<file path="config.mk">
export PLATFORM = sky130hd
export DESIGN_NAME = fetch_unit
export DESIGN_NICKNAME = d
export VERILOG_FILES = /design/src/rtl/fetch_unit.sv
export SDC_FILE = /design/constraint.sdc
export NUM_CORES = 1
export LEC_CHECK = 0
export ABC_AREA = 1
export CORE_UTILIZATION = 50
export CTS_BUF_LIST = sky130_fd_sc_hd__clkbuf_8
export DETAILED_ROUTE_END_ITERATION = 10
export GPL_ROUTABILITY_DRIVEN = 0
export PLACE_DENSITY = 0.71
export SYNTH_ARGS = -nofsm -noshare
export SYNTH_HDL_FRONTEND = slang
export SYNTH_SLANG_ARGS = --single-unit
</file>
<file path="constraint.sdc">
create_clock -name clk -period 12.4 [get_ports clk]
set_clock_uncertainty 0.15 [all_clocks]
set_input_delay 2.48 -clock clk [delete_from_list [all_inputs] [get_ports clk]]
set_output_delay 2.48 -clock clk [all_outputs]
set_load 0.05 [all_outputs]
</file>
<file path="src/rtl/fetch_unit.sv">
// Instruction fetch front end: drives a req/ack instruction-memory port and
// buffers fetched words with their PCs in a small FIFO for the decoder.
module fetch_unit #(
  parameter logic [31:0] RESET_PC = 32'hBFC0_0000,
  parameter int          DEPTH    = 4
) (
  input  logic        clk,
  input  logic        reset_n,
  output logic        imem_req,
  output logic [31:0] imem_addr,
  input  logic        imem_ack,
  input  logic [31:0] imem_rdata,
  input  logic        redirect,
  input  logic [31:0] redirect_pc,
  output logic        out_valid,
  output logic [31:0] out_instr,
  output logic [31:0] out_pc,
  output logic        out_adel,
  input  logic        out_ready
);

  localparam int AW = $clog2(DEPTH);
  localparam int CW = AW + 1;

  typedef enum logic [1:0] {FETCH, DROP, HALT} state_t;

  state_t          state_reg, state_next;
  logic [31:0]     pc_reg, pc_next;
  logic [31:0]     addr_reg;
  logic            req_reg;
  logic            halt_pend_reg;
  logic [AW-1:0]   wr_ptr_reg, rd_ptr_reg;
  logic [CW-1:0]   count_reg, count_next;

  logic [31:0]     instr_mem [DEPTH];
  logic [31:0]     pc_mem    [DEPTH];
  logic            adel_mem  [DEPTH];

  logic            outstanding_next;
  logic            push_fetch, push_adel, push, pop, issue;

  always_comb begin
    outstanding_next = req_reg && !imem_ack;
    pop        = (count_reg != '0) && out_ready && !redirect;
    push_fetch = !redirect && (state_reg == FETCH) && req_reg && imem_ack;
    push_adel  = !redirect && (state_reg == HALT) && halt_pend_reg;
    push       = push_fetch || push_adel;
    count_next = redirect ? '0 : count_reg + CW'(push) - CW'(pop);
    pc_next    = redirect ? redirect_pc : (push_fetch ? pc_reg + 32'd4 : pc_reg);

    // A stale request must finish before the new target is classified.
    state_next = state_reg;
    if (redirect)
      state_next = outstanding_next ? DROP :
                   ((redirect_pc[1:0] != 2'b00) ? HALT : FETCH);
    else if ((state_reg == DROP) && imem_ack)
      state_next = (pc_reg[1:0] != 2'b00) ? HALT : FETCH;

    // Reserve a FIFO slot for every request in flight so a push never overflows.
    issue = (state_next == FETCH) && !outstanding_next && (count_next < CW'(DEPTH));
  end

  always_ff @(posedge clk or negedge reset_n) begin
    if (!reset_n) begin
      state_reg     <= FETCH;
      pc_reg        <= RESET_PC;
      req_reg       <= 1'b0;
      addr_reg      <= '0;
      wr_ptr_reg    <= '0;
      rd_ptr_reg    <= '0;
      count_reg     <= '0;
      halt_pend_reg <= 1'b0;
    end else begin
      state_reg <= state_next;
      pc_reg    <= pc_next;
      count_reg <= count_next;

      if (redirect) begin
        wr_ptr_reg <= '0;
        rd_ptr_reg <= '0;
      end else begin
        if (push) wr_ptr_reg <= wr_ptr_reg + AW'(1);
        if (pop)  rd_ptr_reg <= rd_ptr_reg + AW'(1);
      end

      if (outstanding_next) begin
        req_reg <= 1'b1;
      end else if (issue) begin
        req_reg  <= 1'b1;
        addr_reg <= pc_next;
      end else begin
        req_reg <= 1'b0;
      end

      if (state_next != HALT)
        halt_pend_reg <= 1'b0;
      else if (redirect || (state_reg != HALT))
        halt_pend_reg <= 1'b1;
      else if (push_adel)
        halt_pend_reg <= 1'b0;
    end
  end

  always_ff @(posedge clk) begin
    if (push) begin
      instr_mem[wr_ptr_reg] <= push_adel ? 32'h0 : imem_rdata;
      pc_mem[wr_ptr_reg]    <= pc_reg;
      adel_mem[wr_ptr_reg]  <= push_adel;
    end
  end

  assign imem_req  = req_reg;
  assign imem_addr = addr_reg;
  assign out_valid = (count_reg != '0);
  assign out_instr = out_valid ? instr_mem[rd_ptr_reg] : 32'h0;
  assign out_pc    = out_valid ? pc_mem[rd_ptr_reg]    : 32'h0;
  assign out_adel  = out_valid && adel_mem[rd_ptr_reg];

endmodule

</file>
==> results of run 1 <==
-- worst paths after layout --
check	startpoint	to
setup / recovery	rd_ptr_reg[0]	out_pc[9]
hold / removal	imem_addr[8]	imem_addr[8]
setup reg to reg	count_reg[2]	imem_addr[6]
hold reg to reg	imem_addr[8]	imem_addr[8]
max in group asynchronous	reset_n	rd_ptr_reg[0]
min in group asynchronous	reset_n	imem_addr[25]
-- metal layers --
layer	GRT usage, %	up-vias
met5	0	-
met2	37.26	356
met3	3.958	44
met1	31.87	4791
li1	-	4955
met4	6.211	0
-- stage by stage --
step / setup WS [ns] / hold WS [ns]
3_5_place_dp: 5.559 / 0.3118
5_1_grt: 5.559 / 0.3494
2_1_floorplan: 5.927 / 0.3263
3_3_place_gp: 5.656 / 0.3168
4_1_cts: 5.751 / 0.3315
6_report: 5.782 / 0.3238
-- power groups by stage --
stage / clock (mW) / sequential [mW] / combinational (mW)
finish: 0.837 / 1.43 / 1.72
global route: 0.904 / 1.45 / 1.84
CTS: 0.855 / 1.43 / 1.74
floorplan: 0 / 1.59 / 1.01
global placement: 0 / 1.46 / 1.71
detailed placement: 0 / 1.45 / 1.73
-- cell families (layout without fill, tap and decap cells) --
group | after synthesis | in the layout
and+or+nand+nor | 634 | 634
DFF | 335 | 335
AOI/OAI and AO/OA | 233 | 233
buffers and inverters | 165 | 370
adders and majority gates | 8 | 8
xor gates and xnor gates | 7 | 7
-- cell type report --
type,count,share of cell area (%)
Sequential cell,335,56.14
Multi-Input combinational cell,882,23.34
Timing Repair Buffer,179,10.18
Clock buffer,58,4.620
Tap cell,378,2.737
Inverter,95,2.071
Clock inverter,38,0.9123
-- cell usage in the layout (no fill, tap or decap), types with 2 or more instances in the layout --
master,synthesis,routed
clkbuf_8,0,58
nor2_4,1,6
nor2_8,2,2
inv_2,3,3
or2_2,14,14
o21ai_0,122,122
ha_1,7,7
o21bai_1,5,5
o21ai_1,23,23
clkinv_1,0,13
clkinv_2,0,6
edfxtp_1,260,260
buf_4,4,13
dfstp_2,9,9
xnor2_1,2,2
clkdlybuf4s50_1,0,166
a21oi_1,69,69
nor2_2,5,5
xor2_1,5,5
dfrtp_1,66,64
a21boi_0,10,10
nand3_1,53,53
or2_1,2,2
nand4_1,13,13
inv_1,92,109
and2_1,3,3
nor2_1,305,300
nand2_1,232,232
-- worst max-delay path, stage by stage, from the launching register on --
cell,delay [ns]
dfrtp_4,0.84
clkinv_2,0.71
buf_4,0.60
o21ai_0,0.33
a21oi_1,0.12
clkdlybuf4s50_1,0.74
==> metrics.cfg, run 1 <==
[place]
dp_hpwl_um = 19230
place_area_um2 = 16320
post-place-cells = 1869
portBuffers = 167

[power]
switchingPower_mw = 1.732
swShare_pct = 43.37
power_mw = 3.994
clkPwrFrac_pct = 21.0
leakage_nw = 6.785
p_int_mw = 2.262
ir_drop_mv = 0.1817
pwr-share-comb_pct = 43.1
power_density_nw_per_um2 = 231.1
power_frac_seq_pct = 35.9

[floorplan]
start_util_pct = 51.29
chipHeight_um = 171.5
ios = 168
dieWidth_um = 171.5
rows = 61
dieArea_um2 = 29410
coreArea_um2 = 28010

[clocking]
post_cts_resized = 0
cts_buffers = 53
root_buffer = clkbuf_8
clock-sinks = 335
clockBufferDepth = 3
cts.htree.levels = 2
cts_setup_buffers = 0
ctsHoldBuffers = 0
cts_tree = done
clkTransAtPathRegs_ns = 0.06
insertion_delay_ns = 0.57

[layout]
regArea_um2 = 9701
instances_no_fill = 1965
nNetsFinal = 1623
fin_area_um2 = 17280
top_regs = instr_mem: 128 flops, pc_mem: 128 flops
n_fill_cell = 2324
utilization_pct = 61.69
antenna_cells = 0
drive_gt1_share_pct = 7.876
area_delta_synth_final_pct = 20.28
multiInputGateArea_um2 = 4034

[yosys]
ys_top_cells_by_area = edfxtp_1, dfrtp_1, nor2_1
ys_types = 37
synth-adder-area-share_pct = 0.7490
netlist.area_leader.share_pct = 54.35
synth_top_family_by_area = simple AND/OR/NAND/NOR gates
ys_seq_elements = 335
syn_area_um2 = 14370
syn_inst = 1382
synth_compound_area_share_pct = 8.544
synthArstFlopShare_pct = 22.39
syn_avg_cell_area_um2 = 10.40
synth_most_common_cell = nor2_1
synthTopCellsByCount = nor2_1, edfxtp_1, nand2_1, o21ai_0, inv_1
synth-edff-count = 260
yosys.area.top_type = edfxtp_1
yosys-mux-area-fraction_pct = 0
ys_warn_count = 0
ys_seq_area_share_pct = 67.49
ys.flop_type = edfxtp_1
synth_simple_gate_area_share_pct = 18.10
syn_nets = 1459
synth_xor_area_share_pct = 0.4268

[critical_path]
worst-r2r-cell-count = 16
cp_max_fo = 80
cp.required_ns = 9.77
end_kind = primary output
crit_type = reg -> out
rrSetupSlack_ns = 8.12
critPathArrivalTime_ns = 3.99
setup.worst_path.start_class = flop

[grt]
grt_max_degree = 81
antenna_found_initial = 0
gr-total-overflow = 0
grt_pass1_wl_um = 51820
grtUsageTotal_pct = 22.92
grt_pass1_vias = 9877

[sta]
slew_headroom_pct = 32.16
worstMarginPinSlew_ns = 1.018
max_freq_mhz = 151.1
final.setup.tns_ns = 0
rsz0062_at_grt = false
report.final.slew_viol_count = 0
fin_crit_ns = 6.618
setup_viol_count_final = 0
hold_viol_final = 0
timing.final.crit_share_pct = 53.37

[routing]
drtIter0Drc = 956
wire_per_inst_um = 16.80
post-route-drc-count = 0
dr_wl_met3_um = 2317
vias = 10146
viasPerCell = 5.163
highest_layer = met4
detail_route.first_pass.iterations = 6
routed_wl_um = 33020
wl_met1_um = 14620
wl_met2_um = 15550
ant_nets = 0

[min_path]
min_delay_path_depth = 2
min_path_type = reg -> reg

[flow_run]
drv_cap = 0

[status]
status = complete, no violations

No activity file was read; power rests on OpenSTA's default activity.
==> run 2, diff against run 1 <==
==> constraint.sdc (replaced) <==
create_clock -name clk -period 6.2 [get_ports clk]
set_clock_uncertainty 0.15 [all_clocks]
set_input_delay 1.24 -clock clk [delete_from_list [all_inputs] [get_ports clk]]
set_output_delay 1.24 -clock clk [all_outputs]
set_load 0.05 [all_outputs]
==> run 2 against run 1 <==
Sequential power up 99%. First-iteration DRC count down 9.2%. Cell count up 0.15%. Utilization up 0.27 points. Power up 100%. Die area unchanged. Clock power up 100%. Register-to-register slack worse by 5.7 ns. Sequential share of layout area down 0.24 points. Via count about the same. Wire length down 2.6%. Global-route usage down 0.64 points. Largest cell class unchanged.
==> metrics.cfg, run 2 (synthesis results as in run 1) <==
[status]
status = complete, no violations

[clocking]
post_cts_resized = 0
clock-sinks = 335
cts_setup_buffers = 0
insertion_delay_ns = 0.57
clkTransAtPathRegs_ns = 0.06
cts_buffers = 54
cts.htree.levels = 2
root_buffer = clkbuf_8
clockBufferDepth = 3
cts_tree = done
ctsHoldBuffers = 0

[grt]
gr-total-overflow = 0
antenna_found_initial = 0
grt_pass1_wl_um = 50400
grtUsageTotal_pct = 22.28
grt_max_degree = 106
grt_pass1_vias = 9898

[power]
power_mw = 8.036
leakage_nw = 6.825
clkPwrFrac_pct = 21.2
ir_drop_mv = 0.3479
swShare_pct = 43.02
power_frac_seq_pct = 35.4
switchingPower_mw = 3.457
p_int_mw = 4.579
pwr-share-comb_pct = 43.3
power_density_nw_per_um2 = 463.0

[place]
post-place-cells = 1870
portBuffers = 167
dp_hpwl_um = 18720

[layout]
nNetsFinal = 1625
top_regs = instr_mem: 128 flops, pc_mem: 128 flops
drive_gt1_share_pct = 7.987
utilization_pct = 61.96
final_common_cell = nor2_1
layout_common_cells = nor2_1, edfxtp_1, nand2_1
area_delta_synth_final_pct = 20.81
instances_no_fill = 1968
antenna_cells = 0

[critical_path]
path_common_cell = nor2_1
setup.worst_path.start_class = flop
crit_type = reg -> out
cp_slowest_stage_delay_ns = 0.93
crit_slowest_cell = buf_4
r2r-start = state_reg[0]
end_kind = primary output
cp_max_fo = 105
worstPathCellList = buf_4, nor2_1, nor2_1, o21ai_0, a21oi_1, clkdlybuf4s50_1
r2r-end = imem_addr[29]
rrSetupSlack_ns = 2.37
cp.required_ns = 4.81
worst-r2r-cell-count = 15
critPathArrivalTime_ns = 3.80

[sta]
final.setup.tns_ns = 0
slew_headroom_pct = 25.14
timing.final.crit_share_pct = 83.65
worstMarginPinSlew_ns = 1.123
fin_crit_ns = 5.186
max_freq_mhz = 192.8
setup_viol_count_final = 0
report.final.slew_viol_count = 0
hold_slack_ns = 0.3302
rsz0062_at_grt = false
hold_viol_final = 0

[floorplan]
dieArea_um2 = 29410
ios = 168
chipHeight_um = 171.5
start_util_pct = 51.29
coreArea_um2 = 28010
dieWidth_um = 171.5
rows = 61

[routing]
wire_per_inst_um = 16.35
ant_nets = 0
routed_wl_um = 32170
detail_route.first_pass.iterations = 5
viasPerCell = 5.154
drtIter0Drc = 868
vias = 10143
post-route-drc-count = 0

[min_path]
hp-start = imem_addr[13]
worst_hold_path.endpoint = imem_addr[13]
min_path_type = reg -> reg
min_delay_path_depth = 2

[flow_run]
drv_cap = 0

[run 2: power groups by stage]
stage	Combinational (mW)	Clock (mW)	Sequential, mW
after floorplan	2.03	0	3.18
after global placement	3.46	0	2.88
after detailed placement	3.50	0	2.88
after CTS	3.50	1.74	2.84
after global routing	3.72	1.84	2.87
final	3.48	1.71	2.85
[run 2: worst max-delay path, delay by kind of cell, from the launching register on]
family / cells / cell delay (ns)
and+or+nand+nor: 2 / 0.25
DFF: 1 / 0.65
AOI/OAI and AO/OA: 2 / 0.46
buffers and inverters: 2 / 1.82
[run 2: how the worst max path moves through the flow]
stage / depth (start not counted) / end / start
global route: 6 / out_pc[14] / rd_ptr_reg[0]
floorplan: 6 / adel_mem[0] / redirect
finish: 6 / out_pc[14] / rd_ptr_reg[0]
global placement: 17 / imem_addr[24] / imem_ack
detailed placement: 17 / imem_addr[29] / imem_ack
CTS: 6 / out_pc[14] / rd_ptr_reg[0]
[run 2: metrics by stage]
| stage | setup slack (ns) | cell area [um2] |
|---|---|---|
| after floorplan | 0.9675 | 14370 |
| after global placement | 1.137 | 16370 |
| after detailed placement | 1.010 | 16370 |
| after CTS | 1.028 | 17360 |
| after global routing | 0.8031 | 17360 |
| final | 1.014 | 17360 |
[run 2: area by class of cell]
type / instances / area (um2)
Clock buffer: 58 / 798.3
Clock inverter: 40 / 187.7
Fill cell: 2259 / 10660
Inverter: 95 / 357.8
Multi-Input combinational cell: 882 / 4034
Sequential cell: 335 / 9701
Tap cell: 378 / 473.0
Timing Repair Buffer: 180 / 1804
[run 2: per-layer routing]
layer | wire length (um) | up-vias | GRT usage, %
met2 | 15070 | 347 | 35.91
met5 | 0 | - | 0
met4 | 574 | 0 | 7.182
met3 | 1998 | 44 | 3.497
li1 | - | 4949 | -
met1 | 14520 | 4803 | 31.05
